==> src/rtl/uart_rx.sv <==
// uart_rx: 8N1 UART receiver.
// Two-flop synchroniser on the serial line, start-bit validation at mid-bit,
// mid-bit sampling of 8 data bits (LSB first) and the stop bit, a registered
// one-cycle o_valid strobe for good frames and a registered one-cycle
// o_frame_err strobe when the stop bit is sampled low. After a framing error
// the receiver parks in BREAK until the line returns high, so a held-low line
// is not read as a stream of 0x00 bytes.
module uart_rx #(
  parameter logic [23:0] CLKS_PER_BAUD = 24'd868  // i_clk cycles per bit, >= 4
) (
  input  logic       i_clk,
  input  logic       i_rst,
  input  logic       i_uart_rx,
  output logic [7:0] o_data,
  output logic       o_valid,
  output logic       o_frame_err,
  output logic       o_busy
);

  // One extra bit of headroom over the largest value ever loaded.
  localparam int CNT_W = $clog2(CLKS_PER_BAUD) + 1;

  // Reload values. The first reload lands the start-bit sample at mid-bit;
  // every later reload spaces samples one full bit period apart.
  localparam logic [23:0] HALF_M1 = (CLKS_PER_BAUD / 24'd2) - 24'd1;
  localparam logic [23:0] FULL_M1 = CLKS_PER_BAUD - 24'd1;
  localparam logic [CNT_W-1:0] HALF_RELOAD = HALF_M1[CNT_W-1:0];
  localparam logic [CNT_W-1:0] FULL_RELOAD = FULL_M1[CNT_W-1:0];

  typedef enum logic [2:0] {
    ST_IDLE  = 3'd0,
    ST_START = 3'd1,
    ST_DATA  = 3'd2,
    ST_STOP  = 3'd3,
    ST_BREAK = 3'd4
  } state_t;

  state_t           state_q;
  logic             rx_meta_q;
  logic             rx_s_q;
  logic [CNT_W-1:0] cnt_q;
  logic [2:0]       bit_idx_q;
  logic [7:0]       shift_q;
  logic [7:0]       data_q;
  logic             valid_q;
  logic             frame_err_q;
  logic             sample;

  // The counter hitting zero marks the mid-bit sample point.
  assign sample = (cnt_q == '0);

  // Two-flop synchroniser; resets to the idle (high) line level so that
  // leaving reset never looks like a start edge.
  always_ff @(posedge i_clk) begin
    if (i_rst) begin
      rx_meta_q <= 1'b1;
      rx_s_q    <= 1'b1;
    end else begin
      rx_meta_q <= i_uart_rx;
      rx_s_q    <= rx_meta_q;
    end
  end

  // Receive FSM with baud counter, bit index, shift register and
  // registered output strobes.
  always_ff @(posedge i_clk) begin
    if (i_rst) begin
      state_q     <= ST_IDLE;
      cnt_q       <= '0;
      bit_idx_q   <= '0;
      shift_q     <= '0;
      data_q      <= '0;
      valid_q     <= 1'b0;
      frame_err_q <= 1'b0;
    end else begin
      // Strobes default low so each one lasts exactly one cycle.
      valid_q     <= 1'b0;
      frame_err_q <= 1'b0;

      case (state_q)
        ST_IDLE: begin
          if (!rx_s_q) begin
            cnt_q   <= HALF_RELOAD;
            state_q <= ST_START;
          end
        end

        ST_START: begin
          if (sample) begin
            if (rx_s_q) begin
              // Line went back high before mid-start: treat as a glitch.
              state_q <= ST_IDLE;
            end else begin
              cnt_q     <= FULL_RELOAD;
              bit_idx_q <= '0;
              state_q   <= ST_DATA;
            end
          end else begin
            cnt_q <= cnt_q - 1'b1;
          end
        end

        ST_DATA: begin
          if (sample) begin
            // LSB arrives first, so shifting right leaves it in bit 0.
            shift_q   <= {rx_s_q, shift_q[7:1]};
            bit_idx_q <= bit_idx_q + 3'd1;
            cnt_q     <= FULL_RELOAD;
            if (bit_idx_q == 3'd7) begin
              state_q <= ST_STOP;
            end
          end else begin
            cnt_q <= cnt_q - 1'b1;
          end
        end

        ST_STOP: begin
          if (sample) begin
            if (rx_s_q) begin
              data_q  <= shift_q;
              valid_q <= 1'b1;
              // Leaving at mid-stop lets a back-to-back start edge be seen.
              state_q <= ST_IDLE;
            end else begin
              frame_err_q <= 1'b1;
              state_q     <= ST_BREAK;
            end
          end else begin
            cnt_q <= cnt_q - 1'b1;
          end
        end

        ST_BREAK: begin
          if (rx_s_q) begin
            state_q <= ST_IDLE;
          end
        end

        default: begin
          state_q <= ST_IDLE;
        end
      endcase
    end
  end

  assign o_data      = data_q;
  assign o_valid     = valid_q;
  assign o_frame_err = frame_err_q;
  assign o_busy      = (state_q != ST_IDLE);

endmodule

==> config.mk <==
export PLATFORM = sky130hd
export DESIGN_NAME = uart_rx
export DESIGN_NICKNAME = d
export VERILOG_FILES = /design/src/rtl/uart_rx.sv
export SDC_FILE = /design/constraint.sdc
export NUM_CORES = 1
export LEC_CHECK = 0
export BUFFER_PORTS_ARGS = -buffer_cell sky130_fd_sc_hd__buf_2
export CAP_MARGIN = 20
export CORE_MARGIN = 1
export CORE_UTILIZATION = 40
export CTS_CLUSTER_DIAMETER = 60
export CTS_CLUSTER_SIZE = 20
export DETAILED_ROUTE_END_ITERATION = 10
export PLACE_DENSITY = 0.62
export SYNTH_ARGS = -nofsm -noshare
export SYNTH_HDL_FRONTEND = slang
export SYNTH_SLANG_ARGS = --single-unit
==> constraint.sdc <==
create_clock -name i_clk -period 2.95 [get_ports i_clk]
set_input_delay 0.59 -clock i_clk [delete_from_list [all_inputs] [get_ports i_clk]]
set_output_delay 0.59 -clock i_clk [all_outputs]
set_load 0.1 [all_outputs]
==> impl_metrics.py, run 1 <==
metrics = {
    "critical_path": {
        "start_kind": "register",
        "crit_chain": "inv_1, ha_1, or4b_1, o31ai_4, a31oi_1, or2b_1, o22ai_1",
        "r2r_slack_ns": 0.38,
        "critPathBufInv": 1,
        "required_ns": 3.16,
        "max_stage_delay_ns": 0.81,
        "cp-endpoint": "cnt_q[7]",
        "reg2reg_from": "cnt_q[1]",
        "r2r_end": "cnt_q[7]",
        "arrival_ns": 2.78,
        "critPathTopFamily": "compound AO/OA/AOI/OAI gates",
        "slowest_stage": "a31oi_1",
        "crit_fanout": 11,
        "path_class": "reg -> reg",
        "cp.depth": 7,
        "worstSetupEndpointType": "register",
        "worstRegToRegCells": 7,
        "critPathLaunch": "cnt_q[1]",
    },
    "global_route": {
        "grt_pass1_wl_microns": 6960,
        "grt_pass1_vias": 1439,
        "grt-ovfl-total": 0,
        "grt_max_degree": 39,
        "track_usage_pct": 18.0,
        "grt_antenna_before_repair": 0,
    },
    "route": {
        "vias_per_cell": 5.66,
        "detail-route-antenna-nets": 0,
        "drcViolationCount": 0,
        "drtPass1Iterations": 4,
        "vias": 1552,
        "post_drt_wl_per_cell_microns": 14.4,
        "drt_wl_total_microns": 3940,
        "dr.first_iter.drc_count": 154,
    },
    "clock_network": {
        "holdBufCountCts": 0,
        "htree_levels": 2,
        "cts_tree": "done",
        "cts.path.max_buffers": 2,
        "post_cts_resized": 0,
        "clk_pin_slew_worst_paths_ns": 0.08,
        "post_cts_buffers": 0,
        "insertion_delay_ns": 0.30,
        "cts_root_buffer": "clkbuf_8",
        "clock_sinks": 37,
        "numCtsBuffers": 5,
    },
    "final_layout": {
        "seqCellArea_sq_um": 741,
        "nets": 229,
        "nFillCells": 422,
        "area_growth_pct": 12.0,
        "drive_gt1_share_pct": 17.1,
        "fin_cells": 274,
        "multi_input_area_sq_um": 988,
        "antenna_cells": 0,
    },
    "timing": {
        "fmax_mhz": 389,
        "drv_slew": 0,
        "setup_viol": 0,
        "period_needed_ns": 2.57,
        "fin_tns_setup_ns": 0,
        "fin_hold_ws_ns": 0.403,
        "finalHoldViolations": 0,
        "slew_headroom_pct": 30.6,
        "tightest_slew_ns": 1.04,
        "fin_crit_sh_pct": 87.2,
        "skew_ns": 0.00857,
        "rsz0062_at_grt": "false",
    },
    "pwr": {
        "power-per-cell-area_nw_per_um2": 604,
        "total_leakage_power_nw": 0.818,
        "fin_total_pwr_mw": 1.23,
        "ir_drop_v": 0.000163,
    },
    "synth": {
        "syn_nets": 216,
        "ys_seq_elements": 37,
        "post-synth-top-count-cell": "dfxtp_1",
        "synth_area_sq_um": 1810,
        "yosysTopAreaCell": "dfxtp_1",
        "synthArstFlopShare_pct": 0,
        "ys_warn_count": 0,
        "syn_inst": 209,
        "synthTopCellsByCount": "dfxtp_1 (37), nor2_1 (26), nand2_1 (22), a21oi_1 (16), mux2i_1 (9)",
        "ys_types": 53,
        "avgSynthCellArea_sq_um": 8.67,
        "ys_top_cells_by_area": "dfxtp_1 (41%), nor2_1 (5.4%), mux2i_1 (5.0%)",
        "synth_top_area_share_pct": 40.9,
        "synth_flop_cell": "dfxtp_1",
        "synth_edf_count": 0,
        "yosysSeqAreaShare_pct": 40.9,
    },
    "die": {
        "design.core.area_sq_um": 4350,
        "die_y_microns": 69.3,
        "fp-row-count": 24,
        "io_pins": 14,
        "initial_core_util_pct": 41.6,
        "die-area_sq_um": 4810,
        "fp.dieW_microns": 69.3,
    },
    "placed_design": {
        "dp.final_hpwl_microns": 2650,
        "dp.cells": 267,
        "finalWeightedCongestion": 0.859,
        "numPortBuffers": 13,
    },
    "outcome": {
        "status": "finished clean",
    },
    "flow_run": {
        "maxCapViolations": 0,
    },
    "hold_path": {
        "min_from": "rx_meta_q",
        "hp-class": "reg -> reg",
    },
}
-- power breakdown --
group | total (mW) | switching [mW] | internal, mW
clock network | 0.427 | 0.181 | 0.246
logic | 0.264 | 0.163 | 0.100
registers | 0.537 | 0.0224 | 0.514
-- metal layers --
layer	track usage, %	up-vias	share of wire, %
li1	-	794	-
met3	3.05	7	4.7
met2	25.6	39	43
met4	9.30	0	2.2
met5	0	-	0
met1	26.1	712	50
-- sequential cells by signal, summed over array words and instances, names as in the netlist --
register / cells
bit_idx_q: 3
cnt_q: 11
o_data: 8
o_frame_err: 1
o_valid: 1
rx_meta_q: 1
rx_s_q: 1
shift_q: 8
state_q: 3
-- cells by family after synthesis --
family / share of synthesized area (%)
AO/OA/AOI/OAI: 21.2
XOR/XNOR: 0.483
adder cells (fa/ha/maj): 2.76
buffers and inverters: 4.62
flip-flops: 40.9
multiplexers: 4.97
AND/OR/NAND/NOR: 25.1
-- worst min path at each step --
stage / slack [ns] / cells past startpoint / endpoint
after CTS: 0.40 / 1 / rx_s_q
final: 0.40 / 1 / rx_s_q
after detailed placement: 0.39 / 1 / rx_s_q
after global placement: 0.40 / 1 / rx_s_q
after floorplan: 0.39 / 1 / rx_s_q
after global routing: 0.43 / 1 / rx_s_q
-- stage by stage --
| step | area, sq um | setup slack, ns | util, % |
|---|---|---|---|
| floorplan | 1810 | 0.798 | - |
| finish | 2030 | 0.377 | 46.6 |
| CTS | 2030 | 0.446 | 46.6 |
| global route | 2030 | 0.174 | 46.6 |
| global placement | 1930 | 0.519 | 44.3 |
| detailed placement | 1930 | 0.468 | 44.3 |
-- cell type report --
class / instances / share of cell area [%]
Tap cell: 52 / 3.20
Clock inverter: 2 / 1.73
Multi-Input combinational cell: 153 / 48.7
Sequential cell: 37 / 36.5
Timing Repair Buffer: 19 / 5.42
Inverter: 6 / 1.11
Clock buffer: 5 / 3.39
-- placed cells by master (no fill, tap or decap), types with 2 or more instances in the layout --
cell       netlist  layout
a211o_1          2       2
a22oi_1          2       2
o2bb2ai_1        3       3
buf_4            0       6
or3_1            3       3
nand2b_1         2       2
a32o_1           3       3
inv_1            6       6
nor3_1           6       6
a31oi_1          3       3
or2_2            4       4
buf_2            4      13
a21oi_1         16      16
clkbuf_8         0       5
nand2_1         22      22
o22ai_1          2       2
nor2b_1          2       2
dfxtp_1         37      37
mux2i_1          9       9
ha_1             4       4
nor4_1           3       3
o41ai_1          2       2
a311oi_1         2       2
nand4_1          3       3
nor3_4           2       2
nor2_1          26      26
nand3_1          3       3
o21ai_0          5       5
No activity file was read; power rests on OpenSTA's default activity.
==> inputs of run 2 (changes only) <==
--- a/config.mk
+++ b/config.mk
@@ -8,11 +8,11 @@
 export BUFFER_PORTS_ARGS = -buffer_cell sky130_fd_sc_hd__buf_2
 export CAP_MARGIN = 20
 export CORE_MARGIN = 1
-export CORE_UTILIZATION = 40
+export CORE_UTILIZATION = 30
 export CTS_CLUSTER_DIAMETER = 60
 export CTS_CLUSTER_SIZE = 20
 export DETAILED_ROUTE_END_ITERATION = 10
-export PLACE_DENSITY = 0.62
+export PLACE_DENSITY = 0.51
 export SYNTH_ARGS = -nofsm -noshare
 export SYNTH_HDL_FRONTEND = slang
 export SYNTH_SLANG_ARGS = --single-unit
==> run 2 against run 1 <==
Against the previous run: die area increased by 32%; wire length increased by 2.2%; sequential share of layout area decreased by 0.31 points; highest routed layer unchanged; non-clock buffer count unchanged; sequential power about the same; final cell count increased by 7.7%; first-iteration DRC count decreased by 30%.
==> impl_metrics.py, run 2 (synthesis results as in run 1) <==
metrics = {
    "outcome": {
        "status": "finished clean",
    },
    "flow_run": {
        "maxCapViolations": 0,
    },
    "timing": {
        "period_needed_ns": 2.57,
        "skew_ns": 0.00863,
        "setup_viol": 0,
        "fin_crit_sh_pct": 87.3,
        "slew_headroom_pct": 29.9,
        "fmax_mhz": 388,
        "fin_tns_setup_ns": 0,
        "drv_slew": 0,
        "fin_hold_ws_ns": 0.415,
        "finalHoldViolations": 0,
        "rsz0062_at_grt": "false",
        "tightest_slew_ns": 1.05,
        "setup_ws_ns": 0.375,
    },
    "critical_path": {
        "worstRegToRegCells": 7,
        "path_class": "reg -> reg",
        "start_kind": "register",
        "reg2reg_from": "cnt_q[1]",
        "worstSetupEndpointType": "register",
        "r2r_slack_ns": 0.38,
        "r2r_end": "cnt_q[5]",
        "required_ns": 3.18,
        "crit_fanout": 11,
        "arrival_ns": 2.80,
    },
    "global_route": {
        "grt_max_degree": 39,
        "grt_pass1_vias": 1495,
        "grt-ovfl-total": 0,
        "grt_pass1_wl_microns": 6990,
        "grt_antenna_before_repair": 0,
        "track_usage_pct": 14.4,
    },
    "pwr": {
        "power-per-cell-area_nw_per_um2": 577,
        "p_clk_share_pct": 32.3,
        "total_leakage_power_nw": 0.815,
        "power_frac_comb_pct": 22.2,
        "intPower_mw": 0.804,
        "ir_drop_v": 0.000167,
        "p_sw_mw": 0.377,
        "fin_total_pwr_mw": 1.18,
        "power.share.switching_pct": 31.9,
        "pwr-share-seq_pct": 45.5,
    },
    "final_layout": {
        "antenna_cells": 0,
        "drive_gt1_share_pct": 17.5,
        "mostFrequentLayoutCell": "dfxtp_1",
        "mostFrequentLayoutCells": "dfxtp_1 (37), nor2_1 (26), nand2_1 (22)",
        "regMostFlops": "cnt_q",
        "nets": 229,
        "fin_cells": 295,
        "area_growth_pct": 13.0,
        "postLayoutCellArea_sq_um": 2050,
        "largest_register_ffs": 11,
        "final_core_util_pct": 36.1,
    },
    "route": {
        "post_drt_wl_per_cell_microns": 13.6,
        "vias_per_cell": 5.26,
        "drt_wl_total_microns": 4020,
        "drtPass1Iterations": 4,
        "detail-route-antenna-nets": 0,
        "dr.first_iter.drc_count": 108,
        "vias": 1553,
        "drcViolationCount": 0,
    },
    "placed_design": {
        "finalWeightedCongestion": 0.843,
        "numPortBuffers": 13,
        "dp.cells": 287,
        "dp_slack_ns": 0.443,
        "dp.final_hpwl_microns": 2700,
        "post_dp_cell_area_sq_um": 1950,
    },
    "hold_path": {
        "min_to": "rx_s_q",
        "hp-class": "reg -> reg",
        "min_from": "rx_meta_q",
        "hold_depth": 1,
    },
    "clock_network": {
        "htree_levels": 2,
        "cts_root_buffer": "clkbuf_8",
        "post_cts_buffers": 0,
        "insertion_delay_ns": 0.30,
        "clock_sinks": 37,
        "cts.path.max_buffers": 2,
        "numCtsBuffers": 5,
        "holdBufCountCts": 0,
        "clk_pin_slew_worst_paths_ns": 0.08,
        "post_cts_resized": 0,
        "cts_tree": "done",
    },
    "die": {
        "io_pins": 14,
        "die-area_sq_um": 6360,
        "design.core.area_sq_um": 5680,
        "initial_core_util_pct": 31.9,
        "die_y_microns": 79.7,
        "fp-row-count": 27,
        "fp.dieW_microns": 79.7,
    },
}
[run 2: changes by cell type in the layout (fill, tap and decap cells not counted)]
cell	before	now
clkinv_4	0	1
bufinv_16	1	0
clkbuf_8	5	6
[run 2: area by class of cell]
cell class                 instances  area (sq um)
timing repair buffer              19           110
fill                             623          3630
clock inverter                     2          13.8
sequential                        37           741
clock buffer                       6          82.6
multi-input combinational        153           988
inverter                           6          22.5
tap                               72          90.1
[run 2: worst max-delay path by stage]
stage,slack (ns),end,cells past startpoint,from
after detailed placement,0.44,cnt_q[4],7,cnt_q[1]
after CTS,0.41,cnt_q[7],7,cnt_q[1]
final,0.38,cnt_q[5],7,cnt_q[1]
after global placement,0.46,cnt_q[5],7,cnt_q[1]
after floorplan,0.80,cnt_q[5],10,cnt_q[1]
after global routing,0.12,cnt_q[8],7,cnt_q[1]
[run 2: critical path: stages, from the launching register on]
cell and delay, ns:
dfxtp_1 0.48, inv_1 0.10, ha_1 0.20, or4b_1 0.34, o31ai_4 0.08, a31oi_1 0.82, or2b_1 0.33, o21ai_2 0.14
[run 2: power groups by stage]
stage          combinational (mW)  sequential (mW)  clock [mW]
5_1_grt                     0.292            0.540       0.415
3_3_place_gp                0.264            0.549           0
2_1_floorplan               0.207            0.537           0
3_5_place_dp                0.259            0.548           0
4_1_cts                     0.261            0.536       0.398
6_report                    0.262            0.537       0.382
[run 2: layer usage]
metal / share of wire [%] / global-route usage [%] / vias up
met2: 44 / 21.7 / 21
met5: 0 / 0 / -
li1: - / - / 797
met4: 2.2 / 7.50 / 0
met1: 51 / 18.8 / 729
met3: 2.6 / 3.77 / 6
==> inputs of run 3 (changes only) <==
--- a/config.mk
+++ b/config.mk
@@ -5,6 +5,7 @@
 export SDC_FILE = /design/constraint.sdc
 export NUM_CORES = 1
 export LEC_CHECK = 0
+export ABC_CLOCK_PERIOD_IN_PS = 2950
 export BUFFER_PORTS_ARGS = -buffer_cell sky130_fd_sc_hd__buf_2
 export CAP_MARGIN = 20
 export CORE_MARGIN = 1
@@ -12,7 +13,7 @@
 export CTS_CLUSTER_DIAMETER = 60
 export CTS_CLUSTER_SIZE = 20
 export DETAILED_ROUTE_END_ITERATION = 10
-export PLACE_DENSITY = 0.51
+export PLACE_DENSITY = 0.53
 export SYNTH_ARGS = -nofsm -noshare
 export SYNTH_HDL_FRONTEND = slang
 export SYNTH_SLANG_ARGS = --single-unit
==> run 3 against run 2 <==
Against the previous run: clock-buffer cell count unchanged; non-clock buffer count unchanged; final cell count unchanged; total power down 0.71%; wire length up 1.1%; register-to-register slack better by 0.11 ns; sequential share of layout area unchanged.
==> impl_metrics.py, run 3 (synthesis results as in run 1) <==
metrics = {
    "timing": {
        "fin_crit_sh_pct": 83.6,
        "fin_tns_setup_ns": 0,
        "period_needed_ns": 2.46,
        "finalHoldViolations": 0,
        "tightest_slew_ns": 0.924,
        "skew_ns": 0.00410,
        "fmax_mhz": 406,
        "rsz0062_at_grt": "false",
        "setup_viol": 0,
        "slew_headroom_pct": 38.1,
        "drv_slew": 0,
    },
    "critical_path": {
        "r2r_end": "cnt_q[5]",
        "arrival_ns": 2.70,
        "worstRegToRegCells": 7,
        "max_stage_delay_ns": 0.72,
        "critPathBufInv": 1,
        "r2r_slack_ns": 0.49,
        "worstSetupEndpointType": "register",
        "reg2reg_from": "cnt_q[1]",
        "start_kind": "register",
        "critPathLaunch": "cnt_q[1]",
        "path_class": "reg -> reg",
        "required_ns": 3.18,
        "critPathTopFamily": "compound AO/OA/AOI/OAI gates",
        "crit_fanout": 11,
        "slowest_stage": "a31oi_1",
        "crit_chain": "inv_1, ha_1, or4b_1, o31ai_4, a31oi_1, or2b_1, o21ai_2",
    },
    "clock_network": {
        "cts_root_buffer": "clkbuf_8",
        "numCtsBuffers": 5,
        "post_cts_resized": 0,
        "clock_sinks": 37,
        "cts.path.max_buffers": 2,
        "insertion_delay_ns": 0.29,
        "htree_levels": 2,
        "post_cts_buffers": 0,
        "clk_pin_slew_worst_paths_ns": 0.08,
        "holdBufCountCts": 0,
        "cts_tree": "done",
    },
    "placed_design": {
        "dp.cells": 287,
        "numPortBuffers": 13,
        "dp.final_hpwl_microns": 2780,
        "finalWeightedCongestion": 0.824,
    },
    "route": {
        "post_drt_wl_per_cell_microns": 13.8,
        "detail-route-antenna-nets": 0,
        "drtPass1Iterations": 4,
        "drcViolationCount": 0,
        "drt_wl_total_microns": 4070,
        "dr.first_iter.drc_count": 184,
        "vias": 1557,
        "vias_per_cell": 5.28,
    },
    "hold_path": {
        "min_from": "rx_meta_q",
        "hp-class": "reg -> reg",
        "min_to": "rx_s_q",
        "hold_depth": 1,
    },
    "global_route": {
        "grt-ovfl-total": 0,
        "track_usage_pct": 14.2,
        "grt_pass1_wl_microns": 6930,
        "grt_antenna_before_repair": 0,
        "grt_max_degree": 40,
        "grt_pass1_vias": 1407,
    },
    "final_layout": {
        "fin_cells": 295,
        "largest_register_ffs": 11,
        "seqCellArea_sq_um": 741,
        "mostFrequentLayoutCells": "dfxtp_1 (37), nor2_1 (26), nand2_1 (22)",
        "nFillCells": 592,
        "area_growth_pct": 13.0,
        "antenna_cells": 0,
        "multi_input_area_sq_um": 988,
        "final_core_util_pct": 36.1,
        "drive_gt1_share_pct": 17.5,
        "regMostFlops": "cnt_q",
        "nets": 229,
        "mostFrequentLayoutCell": "dfxtp_1",
    },
    "pwr": {
        "total_leakage_power_nw": 0.816,
        "ir_drop_v": 0.000196,
        "power-per-cell-area_nw_per_um2": 573,
        "fin_total_pwr_mw": 1.17,
    },
    "die": {
        "die_y_microns": 79.7,
        "fp.dieW_microns": 79.7,
        "io_pins": 14,
        "initial_core_util_pct": 31.9,
        "die-area_sq_um": 6360,
        "fp-row-count": 27,
        "design.core.area_sq_um": 5680,
    },
    "flow_run": {
        "maxCapViolations": 0,
    },
    "outcome": {
        "status": "finished clean",
    },
}
## run 3: cell counts in the layout (fill, tap and decap cells not counted)
Identical to the previous run, type by type.
## run 3: layer usage
layer  track usage [%]  up-vias  part of all wire [%]
met2              22.3       43                    47
li1                  -      790                     -
met3              2.97        5                   4.5
met1              18.6      719                    47
met5                 0        -                     0
met4              6.61        0                   1.8
## run 3: worst max-delay path by stage
stage	end	cells after the start
after floorplan	cnt_q[5]	10
after global placement	cnt_q[5]	7
after detailed placement	cnt_q[7]	7
after CTS	cnt_q[7]	7
after global routing	cnt_q[7]	7
final	cnt_q[5]	7
## run 3: through the flow
| stage | cell area [sq um] | worst slack (ns) | hold slack (ns) |
|---|---|---|---|
| after floorplan | 1810 | 0.798 | 0.389 |
| after global placement | 1950 | 0.521 | 0.391 |
| after detailed placement | 1950 | 0.473 | 0.394 |
| after CTS | 2050 | 0.471 | 0.413 |
| after global routing | 2050 | 0.283 | 0.442 |
| final | 2050 | 0.485 | 0.412 |
## run 3: layout make-up
type | count | share of cell area, %
clock inverter | 2 | 0.672
timing repair buffer | 19 | 5.38
tap | 72 | 4.40
clock buffer | 6 | 4.03
inverter | 6 | 1.10
sequential | 37 | 36.2
multi-input combinational | 153 | 48.3
## run 3: worst register-to-register path: stages, from the launching register on
cell and delay [ns]:
dfxtp_1 0.48, inv_1 0.11, ha_1 0.20, or4b_1 0.34, o31ai_4 0.08, a31oi_1 0.72
or2b_1 0.34, o21ai_2 0.13
## run 3: power by group
part | total (mW) | leakage [nW] | switching, mW | internal [mW]
Clock | 0.380 | 0.0512 | 0.190 | 0.189
Sequential | 0.534 | 0.300 | 0.0194 | 0.514
Combinational | 0.259 | 0.465 | 0.165 | 0.0942
